--- src/rtl/uart_tx_engine.sv ---
// UART transmit engine: pops bytes from the TX FIFO and serialises them as
// start / LSB-first data / optional parity / 1-2 stop bit frames on TX.
module uart_tx_engine #(
    parameter int         DATA_WIDTH      = 8,
    parameter int         DIV_WIDTH       = 16,
    parameter logic [3:0] FIFO_EMPTY_MASK = 4'b0001
) (
    input  logic                  clk,
    input  logic                  reset,
    input  logic                  enable_uart,
    input  logic [DIV_WIDTH-1:0]  baud_div,
    input  logic [1:0]            parity_mode,
    input  logic                  stop_bits,
    input  logic [DATA_WIDTH-1:0] frdata,
    input  logic [3:0]            frstatus,
    output logic                  fread,
    output logic                  TX,
    output logic                  tx_busy,
    output logic                  tx_done
);

    typedef enum logic [2:0] {
        IDLE,
        WAIT_READ,
        LOAD,
        START,
        DATA,
        PARITY,
        STOP
    } state_t;

    localparam logic [3:0] LAST_BIT = 4'(DATA_WIDTH - 1);

    state_t                state_q, state_d;
    logic [DATA_WIDTH-1:0] shift_q, shift_d;
    logic [DIV_WIDTH-1:0]  baud_cnt_q, baud_cnt_d;
    logic [DIV_WIDTH-1:0]  div_q, div_d;
    logic [3:0]            bit_cnt_q, bit_cnt_d;
    logic [1:0]            par_mode_q, par_mode_d;
    logic                  stop2_q, stop2_d;
    logic                  parity_q, parity_d;
    logic                  tx_q, tx_d;
    logic                  fread_q, fread_d;
    logic                  done_q, done_d;

    logic fifo_ready;
    logic tick;

    assign fifo_ready = enable_uart && ((frstatus & FIFO_EMPTY_MASK) == 4'd0);
    assign tick       = (baud_cnt_q == div_q);

    always_comb begin
        state_d    = state_q;
        shift_d    = shift_q;
        baud_cnt_d = baud_cnt_q;
        div_d      = div_q;
        bit_cnt_d  = bit_cnt_q;
        par_mode_d = par_mode_q;
        stop2_d    = stop2_q;
        parity_d   = parity_q;
        tx_d       = tx_q;
        fread_d    = 1'b0;
        done_d     = 1'b0;

        // Bit-time counter runs in every serialising state.
        if (state_q == START || state_q == DATA || state_q == PARITY || state_q == STOP) begin
            baud_cnt_d = tick ? '0 : baud_cnt_q + 1'b1;
        end

        case (state_q)
            IDLE: begin
                tx_d = 1'b1;
                if (fifo_ready) begin
                    fread_d = 1'b1;
                    state_d = WAIT_READ;
                end
            end
            WAIT_READ: begin
                state_d = LOAD;
            end
            LOAD: begin
                // FIFO data is valid now, one clock after the pop strobe.
                shift_d    = frdata;
                div_d      = baud_div;
                par_mode_d = parity_mode;
                stop2_d    = stop_bits;
                case (parity_mode)
                    2'b01:   parity_d = ^frdata;
                    2'b10:   parity_d = ~^frdata;
                    default: parity_d = 1'b1;
                endcase
                tx_d       = 1'b0;
                baud_cnt_d = '0;
                bit_cnt_d  = '0;
                state_d    = START;
            end
            START: begin
                if (tick) begin
                    tx_d      = shift_q[0];
                    bit_cnt_d = '0;
                    state_d   = DATA;
                end
            end
            DATA: begin
                if (tick) begin
                    shift_d = shift_q >> 1;
                    if (bit_cnt_q == LAST_BIT) begin
                        bit_cnt_d = '0;
                        if (par_mode_q != 2'b00) begin
                            tx_d    = parity_q;
                            state_d = PARITY;
                        end else begin
                            tx_d    = 1'b1;
                            state_d = STOP;
                        end
                    end else begin
                        tx_d      = shift_q[1];
                        bit_cnt_d = bit_cnt_q + 1'b1;
                    end
                end
            end
            PARITY: begin
                if (tick) begin
                    tx_d      = 1'b1;
                    bit_cnt_d = '0;
                    state_d   = STOP;
                end
            end
            STOP: begin
                tx_d = 1'b1;
                if (tick) begin
                    if (!stop2_q || bit_cnt_q == 4'd1) begin
                        done_d    = 1'b1;
                        bit_cnt_d = '0;
                        if (fifo_ready) begin
                            fread_d = 1'b1;
                            state_d = WAIT_READ;
                        end else begin
                            state_d = IDLE;
                        end
                    end else begin
                        bit_cnt_d = bit_cnt_q + 1'b1;
                    end
                end
            end
            default: begin
                state_d = IDLE;
            end
        endcase
    end

    always_ff @(posedge clk) begin
        if (reset) begin
            state_q    <= IDLE;
            shift_q    <= '0;
            baud_cnt_q <= '0;
            div_q      <= '0;
            bit_cnt_q  <= '0;
            par_mode_q <= 2'b00;
            stop2_q    <= 1'b0;
            parity_q   <= 1'b0;
            tx_q       <= 1'b1;
            fread_q    <= 1'b0;
            done_q     <= 1'b0;
        end else begin
            state_q    <= state_d;
            shift_q    <= shift_d;
            baud_cnt_q <= baud_cnt_d;
            div_q      <= div_d;
            bit_cnt_q  <= bit_cnt_d;
            par_mode_q <= par_mode_d;
            stop2_q    <= stop2_d;
            parity_q   <= parity_d;
            tx_q       <= tx_d;
            fread_q    <= fread_d;
            done_q     <= done_d;
        end
    end

    assign TX      = tx_q;
    assign fread   = fread_q;
    assign tx_done = done_q;
    assign tx_busy = (state_q != IDLE);

endmodule

--- config.mk ---
export PLATFORM = sky130hd
export DESIGN_NAME = uart_tx_engine
export DESIGN_NICKNAME = d
export VERILOG_FILES = /design/src/rtl/uart_tx_engine.sv
export SDC_FILE = /design/constraint.sdc
export NUM_CORES = 1
export LEC_CHECK = 0
export ABC_AREA = 1
export BUFFER_PORTS_ARGS = -buffer_cell sky130_fd_sc_hd__clkbuf_2
export CAP_MARGIN = 20
export CORE_UTILIZATION = 35
export CTS_BUF_LIST = sky130_fd_sc_hd__clkbuf_8 sky130_fd_sc_hd__clkbuf_16
export DETAILED_ROUTE_END_ITERATION = 16
export SYNTH_ARGS = -nofsm -noshare
export SYNTH_HDL_FRONTEND = slang
export SYNTH_SLANG_ARGS = --single-unit
--- constraint.sdc ---
create_clock -name clk -period 1.9 [get_ports clk]
set_clock_uncertainty 0.2 [all_clocks]
set_input_delay 0.38 -clock clk [delete_from_list [all_inputs] [get_ports clk]]
set_output_delay 0.38 -clock clk [all_outputs]
set_load 0.01 [all_outputs]
# [Yosys cells after proc, flatten, opt, wreduce, memory -nomap -nowiden]
# Index checks and enable logic that the tools add are counted.
[totals] register_bits=54 latch_bits=0 mem_bits_rw=0 romBits=0 in_bits=34 out_inout_bits=4 word_cells=88 memories=0
[op_classes] addsub=2 mul=0 div=0 order_cmp=0 n_eq_ne=19 shifts=0 muxes=31 bitwise_logic=2 n_reduce_logical=23
[ops] cell="3-bit two-way mux" n=7
[ops] cell="3-bit one-hot mux with 7 select lines" n=1
[ops] cell="4-bit two-way mux" n=5
[ops] cell="16-bit by 1-bit adder with 16-bit output (second input constant)" n=1
[ops] cell="16-bit equality test" n=1
[ops] cell="16-bit two-way mux" n=1
[ops] cell="4-bit one-hot mux with 4 select lines" n=1
[ops] cell="8-bit one-hot mux with 2 select lines" n=1
[ops] cell="1-bit two-way mux" n=10
[ops] cell="2-bit != test (second input constant)" n=5
[ops] cell="3-bit equality test (second input constant)" n=3
[ops] cell="8-bit two-way mux" n=1
[ops] cell="4-bit AND reduction" n=2
[ops] cell="8-bit XNOR reduction" n=1
[ops] cell="8-bit XOR reduction" n=1
[ops] cell="7-bit AND reduction" n=1
[ops] cell="3-bit by 2-bit equality test with 1-bit output (second input constant)" n=2
[ops] cell="2-bit by 1-bit != test with 1-bit output (second input constant)" n=3
[ops] cell="2-bit OR reduction" n=3
[ops] cell="1-bit one-hot mux with 5 select lines" n=1
[ops] cell="5-bit nonzero test" n=1
[ops] cell="4-bit by 1-bit adder with 4-bit output (second input constant)" n=1
[ops] cell="4-bit by 1-bit equality test with 1-bit output (second input constant)" n=1
[ops] cell="4-bit by 3-bit equality test with 1-bit output (second input constant)" n=1
[ops] cell="other kinds (16)" n=22

# [Longest topological paths before layout]
# Gate-level depths: netlist of run 1.
[depth] depth_word=6 depth_mapped=12 mapped_depth_nobuf=11

# [Least setup slack after synthesis of run 1]
# OpenSTA, ideal clock, no wires.
[synth_path] kind="reg-to-reg" from="register state_q[2]" to="register shift_q[5]" setup_time_ps=115 arrival_time_ps=1375 required_time_ps=1585 setup_slack_ps=210 path_stages_with_launch=8 path_buffers=2 synth_period_minus_slack_ps=1690 path_cell_list="dfxtp_1 -> buf_2 -> nand2_2 -> nor2_1 -> buf_2 -> mux2_2 -> a21oi_1 -> nor2_1"
[synth_via] elab_chain_len=3 word_cells_on_any_way=6 cone_classes="eq/ne (3); mux (1); reduce/logical (2)"
[synth_rtl] item="start, declared" line="34" rtl="state_t state_q, state_d;"
[synth_rtl] item="start signal, assigned" line="166" rtl="state_q <= state_d;"
[synth_rtl] item="3-bit equality test or 3-bit by 2-bit equality test with 1-bit output (tied branches)" line="70" rtl="case (state_q)"
[synth_rtl] item="2-bit != test (no source line) or 2-bit nonzero test (tied branches)"
[synth_rtl] item="2-bit AND reduction (no source line)"
[synth_rtl] item="end signal, assigned" line="167" rtl="shift_q <= shift_d;"
[synth_rtl] item="end, declared" line="35" rtl="logic [DATA_WIDTH-1:0] shift_q, shift_d;"
# Parallel ways exist; a longest one is shown, timed or not.
# A chain may end at the register's enable or synchronous reset.

# [Worst setup path after layout of run 1]
[layout_path] from="register state_q[0]" to="output tx_busy"
[layout_via] elab_chain_len=1
[layout_rtl] item="3-bit nonzero test" line="183" rtl="assign tx_busy = (state_q != IDLE);"
[layout_rtl] item="end, declared" line="18" rtl="output logic tx_busy,"
# Every way passes these cells.

==> results.md, run 1 <==
- DRC violations left: 0
- Hold_buf cts: 0
- Final Power: 4.92 mW
- Comb pwr share: between 50% and 60%
- Critical R2R Launch: state_q[1]
- Clk buf depth: 2
- Avg Inst Size Synth: 6.71 µm²
- Max-slew headroom: 71.8%
- PD cells: between 1000 and 1500 nW/µm²
- Critical register-to-register path endpoint: shift_q[5]
- Die Y-Extent: roughly 97 µm
- Worst Path Arrival: 1.26 ns
- First-pass GRT wire length: 12,300 µm
- Fin Hold WS: between 0.09 and 0.1 ns
- Util after Layout: 42.0%
- Sequential Power Share: 33.7%
- Worst reg2reg path depth: 7
- DR WL/cell: roughly 12 µm
- Sequential area share after synthesis: between 30% and 40%
- Starting Density: 36.1%
- Clock Pin Slew Worst Setup and Hold Paths: around 0.090 ns
- Final Critical Period: around 1.8 ns
- Clk root buf: clkbuf_8
- I/O Pins: 38
- Number of cells produced by synthesis: 469
- Primary FF master, synth: dfxtp_1
- FMAX: 0.543 GHz
- Vias/cell: 4.78
- Mapped cell area: roughly 3100 µm²
- Clk pwr share: 13.3%
- Crit end category: output port
- Non-filler cells, final: 619
- Largest net degree at the start of global routing: 42
- Maximum VDD drop: 0.767 mV
- Post-DP HPWL: 5150 µm
- CTS buffer count: 5
- Async S/R FF share, synth: 0%
- Routed WL: 7190 µm
- DP Area: roughly 3500 µm²
- Critical Path Sink: tx_busy
- Leakage Power: 1.61 nW
- Post-route setup slack: 0.0568 ns
- Syn Nets: ~510
- Overflow after GRT: 0
- Multi-input gate area: 1830 µm²
- Post-route antenna net violation count: 0
- Vias in the first global route: 2,861
- Fraction of layout cells with a size suffix above 1: 22.7%
- Fin crit share: 97.0%
- Switch share: 44.5%
- Critical path peak fanout: 5
- CP Class: flop to output port
- Ant. Diodes: 0
- TritonCTS clock tree: built
- Initial antenna violation count: 0
- Synthesis-stage register bit count: 54
- Post-route cell area: 3660 µm²
- Die Wd: 96.9 µm
- Sequential cell area: 1100 µm²
- Worst Setup SP: state_q[0]
- Insertion delay to the later sink of the worst-skew pair: 0.31 ns
- NumNets Final: 551
- Tightest Hold Check Type: primary input to flop
- Fill cells: 954
- NetSw: 2.19 mW
- Setup violators final: 0
- Worst path required time: 1.32 ns
- EDFF count, synth: 0
- Internal: around 2.7 mW
- Overall Global Routing Usage: roughly 15%
- Site row count: 34
- # port buffers: 34
- Final Hold Vio Count: 0
- DIE AREA: approximately 9400 µm²
- Placed cell count: 609
- Routability congestion estimate: 0.846
- CTS Sinks: 54
- CTS H-tree lvls: 2
- Worst setup SP type: flop
- Status: completed
- Max Cap Viol: 0
- Fin. max-slew vios: 0
- Setup TNS: 0 ns
- Post-synth cell types: 33
- Worst slack at placement: between 0.04 and 0.05 ns
- Reg-to-reg slack, setup: 0.09 ns
- Synthesis-to-finish area growth: 16.3%
- Number of synthesis warnings: 0
- Total number of vias: 2,959
- Worst-margin pin slew: 0.421 ns
- First-pass DRT Iterations: 4
- DR iter-0 viols: 103
- Area of the core: 8720 µm²
-- cell usage in the layout, fill, tap and decap left out, types with 2 or more instances in the layout --
cell / synthesis / layout
nand4_1: 7 / 7
nand3b_1: 10 / 10
o21ai_0: 25 / 25
nor2_2: 4 / 5
nand2_2: 6 / 5
inv_1: 42 / 42
buf_4: 0 / 12
nor3_1: 7 / 6
dfxtp_2: 0 / 14
nor4_1: 2 / 2
mux2_2: 3 / 3
xnor2_1: 3 / 3
nand2_1: 116 / 116
nor2_1: 54 / 52
nor3_2: 1 / 2
buf_12: 0 / 2
dfxtp_1: 54 / 40
nand3_4: 2 / 2
mux2_1: 4 / 4
nand3_2: 1 / 4
ha_1: 5 / 4
a21oi_1: 46 / 46
nand3_1: 30 / 28
nor2_8: 2 / 2
nor2_4: 1 / 2
clkbuf_2: 0 / 34
xor2_1: 8 / 8
nand2_4: 2 / 3
inv_2: 16 / 16
clkbuf_8: 0 / 6
-- flip-flops by register name, summed over array words and instances (netlist names) --
register,cells
TX,1
baud_cnt_q,16
bit_cnt_q,4
div_q,16
fread,1
par_mode_q,2
parity_q,1
shift_q,8
state_q,3
stop2_q,1
tx_done,1
-- per-layer routing --
metal,GRT usage [%],part of all wire (%),routed length (µm),vias to the layer above
met1,19.5,48,3420,1320
met4,3.21,0.32,23,0
met5,0,0,0,-
met2,27.2,49,3500,43
li1,-,-,-,1594
met3,2.82,3.4,245,2
-- worst min-delay path by stage --
stage / end / start / slack (ns) / cells after the start
floorplan: state_q[0] / reset / 0.24 / 1
detailed placement: div_q[9] / div_q[9] / 0.26 / 2
global route: stop2_q / stop_bits / 0.09 / 3
finish: stop2_q / stop_bits / 0.09 / 3
global placement: div_q[14] / div_q[14] / 0.25 / 2
CTS: stop2_q / stop_bits / 0.09 / 3
-- synthesized netlist by cell type, types with 7 or more instances --
cell type  count  area share, %
a21oi_1       46            7.3
clkbuf_1       7           0.83
dfxtp_1       54             34
inv_1         42            5.0
inv_2         16            1.9
nand2_1      116             14
nand3_1       30            4.8
nand3b_1      10            2.4
nand4_1        7            1.4
nor2_1        54            6.4
nor3_1         7            1.1
o21ai_0       25            4.0
xor2_1         8            2.2
-- cell families (layout without fill, tap and decap cells) --
| family | Yosys count | after routing | share of synthesized area [%] |
|---|---|---|---|
| compound gates | 75 | 75 | 12.3 |
| mux | 7 | 7 | 2.50 |
| flops | 54 | 54 | 34.3 |
| buf+inv | 71 | 112 | 9.22 |
| xor+xnor | 11 | 11 | 3.06 |
| simple gates | 246 | 247 | 36.6 |
| fa+ha+maj | 5 | 5 | 1.99 |
-- final cells by class --
class                      count  share of cell area [%]
multi-input combinational    345                    49.9
tap                          108                    3.69
timing repair buffer          48                    8.20
clock buffer                   6                    2.25
sequential                    54                    30.0
inverter                      58                    5.94
-- critical path: stages, from the launching register on --
cell,delay [ns]
dfxtp_2,0.37
inv_2,0.11
nand2_1,0.11
nor2_4,0.14
inv_1,0.09
clkbuf_2,0.14
-- repair_timing --
action,4_1_cts,5_1_grt
resized for setup,0,24
setup buffers,0,3
setup endpoints to repair,0,31
-- power groups by stage --
stage / registers [mW] / logic (mW) / clock network (mW)
global placement: 1.65 / 2.42 / 0
finish: 1.66 / 2.60 / 0.654
global route: 1.70 / 2.96 / 0.712
floorplan: 1.60 / 1.98 / 0
CTS: 1.63 / 2.48 / 0.677
detailed placement: 1.65 / 2.46 / 0
Power figures use the tool's default switching activity.
==> run 2: changes to the inputs <==
- RECOVER_POWER: unset -> 25
==> run 2 against run 1 <==
Compared with the run above: clock power is essentially flat; sequential power about the same; global-route usage did not move; power hardly changed; die area did not move; sequential share of layout area barely moved; cell area down 0.10%; first-iteration DRC count up 1.9%.
==> results.md, run 2 (same netlist as run 1, synthesis figures left out) <==
- Maximum VDD drop: 0.766 mV (was 0.767 mV)
- Total number of vias: 2,964 (was 2,959)
- Setup violators final: 0 (unchanged)
- Area of the core: 8720 µm² (unchanged)
- Clock Pin Slew Worst Setup and Hold Paths: 0.09 ns (about the same)
- Most common library cell in the layout ignoring fill and taps: nand2_1 (unchanged)
- CP peak stage delay: 0.37 ns (about the same)
- Starting Density: 36.1% (unchanged)
- Leakage Power: 1.60 nW (was 1.61 nW)
- CTS Sinks: 54 (unchanged)
- Fin crit share: 97.1% (was 97.0%)
- First-pass GRT wire length: 12,300 µm (unchanged)
- CP Class: flop to output port (unchanged)
- Largest net degree at the start of global routing: 42 (unchanged)
- Switch share: 44.5% (about the same)
- DR iter-0 viols: 105 (was 103)
- Max Cap Viol: 0 (unchanged)
- Vias/cell: 4.79 (was 4.78)
- Hold_buf cts: 0 (unchanged)
- Fraction of layout cells with a size suffix above 1: 22.1% (was 22.7%)
- First-pass DRT Iterations: 5 (was 4)
- Synthesis-to-finish area growth: 16.2% (was 16.3%)
- Worst Path Arrival: 1.26 ns (about the same)
- Internal: 2.72 mW (was 2.73 mW)
- I/O Pins: 38 (unchanged)
- Status: completed (unchanged)
- PD cells: 1340 nW/µm² (about the same)
- Site row count: 34 (unchanged)
- Vias in the first global route: 2,861 (unchanged)
- CTS H-tree lvls: 2 (unchanged)
- Worst path required time: 1.32 ns (about the same)
- Fin Hold WS: 0.0924 ns (was 0.0923 ns)
- Clk pwr share: 13.3% (about the same)
- Post-DP HPWL: 5150 µm (unchanged)
- Final Hold Vio Count: 0 (unchanged)
- FMAX: 0.542 GHz (was 0.543 GHz)
- Fin. max-slew vios: 0 (unchanged)
- Slowest CP cell: dfxtp_2 (unchanged)
- Sequential Power Share: 33.8% (was 33.7%)
- CP Cell Sequence: inv_2, nand2_1, nor2_4, inv_1, clkbuf_2 (unchanged)
- Crit end category: output port (unchanged)
- Clk buf depth: 2 (unchanged)
- Max-slew headroom: 71.8% (unchanged)
- Die Y-Extent: 96.9 µm (unchanged)
- Hold_sp: stop_bits (unchanged)
- DP Area: 3490 µm² (unchanged)
- Worst-margin pin slew: 0.421 ns (about the same)
- Post-route antenna net violation count: 0 (unchanged)
- Critical path peak fanout: 5 (unchanged)
- Final Critical Period: 1.84 ns (about the same)
- Routability congestion estimate: 0.846 (unchanged)
- DRC violations left: 0 (unchanged)
- Ant. Diodes: 0 (unchanged)
- Routed WL: 7180 µm (was 7190 µm)
- Critical R2R Launch: state_q[1] (unchanged)
- Critical register-to-register path endpoint: shift_q[5] (unchanged)
- Worst Hold Path Cells: 3 (unchanged)
- Overflow after GRT: 0 (unchanged)
- Hold Path End: stop2_q (unchanged)
- # port buffers: 34 (unchanged)
- Post-route cell area: 3660 µm² (about the same)
- Comb pwr share: 52.9% (was 53.0%)
- Most frequent cells in the layout: 116 x nand2_1, 52 x nor2_1, 46 x a21oi_1 (unchanged)
- Insertion delay to the later sink of the worst-skew pair: 0.31 ns (about the same)
- Worst reg2reg path depth: 7 (unchanged)
- Biggest regs: baud_cnt_q (16), div_q (16), shift_q (8) (unchanged)
- Reg-to-reg slack, setup: 0.09 ns (about the same)
- DIE AREA: 9380 µm² (unchanged)
- TritonCTS clock tree: built (unchanged)
- NetSw: 2.19 mW (about the same)
- DR WL/cell: 11.6 µm (about the same)
- Tightest Hold Check Type: primary input to flop (unchanged)
- Initial antenna violation count: 0 (unchanged)
- NumNets Final: 551 (unchanged)
- Die Wd: 96.9 µm (unchanged)
- Overall Global Routing Usage: 15.4% (unchanged)
- Clk root buf: clkbuf_8 (unchanged)
- CTS buffer count: 5 (unchanged)
- Final Power: 4.91 mW (was 4.92 mW)
- Worst setup SP type: flop (unchanged)
## run 2: worst max-delay path by stage
| stage | startpoint | to | slack (ns) | depth (start not counted) |
|---|---|---|---|---|
| final | state_q[0] | tx_busy | 0.06 | 5 |
| after global routing | state_q[0] | tx_busy | -0.02 | 5 |
| after CTS | state_q[0] | tx_busy | 0.01 | 5 |
| after detailed placement | baud_cnt_q[9] | baud_cnt_q[8] | 0.04 | 11 |
| after global placement | baud_cnt_q[9] | baud_cnt_q[8] | 0.07 | 11 |
| after floorplan | state_q[2] | shift_q[5] | 0.21 | 7 |
## run 2: critical path: cells and delay by family (launching register included)
| kind | cells | cell delay (ns) |
|---|---|---|
| simple gates | 2 | 0.25 |
| flops | 1 | 0.37 |
| buf+inv | 3 | 0.33 |
## run 2: power groups by stage
stage	clock network, mW	logic [mW]	registers [mW]
CTS	0.677	2.48	1.63
global route	0.712	2.96	1.70
global placement	0	2.42	1.65
finish	0.654	2.60	1.66
floorplan	0	1.98	1.60
detailed placement	0	2.46	1.65
## run 2: per-stage QoR
stage          utilization (%)  cells  setup TNS, ns  setup WS, ns
3_3_place_gp              40.0    609              0        0.0748
3_5_place_dp              40.0    609              0        0.0424
4_1_cts                   41.0    615              0        0.0100
5_1_grt                   42.0    619        -0.0470       -0.0171
6_report                  42.0    619              0        0.0559
2_1_floorplan                -    469              0         0.210
## run 2: final cells by class
type,count,area (µm²)
inverters,58,218
clock buffers,6,82.6
multi-input cells,345,1830
repair buffers,48,297
fillers,955,5060
flip-flops and latches,54,1100
well taps,108,135
## run 2: what timing repair did
item / 4_1_cts / 5_1_grt
setup endpoints to repair: 0 / 31
setup buffers: 0 / 3
gates resized for setup: 0 / 24
## run 2: routing by layer
layer | up-vias | global-route usage (%) | wire [µm]
met5 | - | 0 | 0
met4 | 0 | 3.21 | 23
met3 | 2 | 2.82 | 214
met2 | 39 | 27.2 | 3490
met1 | 1328 | 19.5 | 3450
li1 | 1595 | - | -
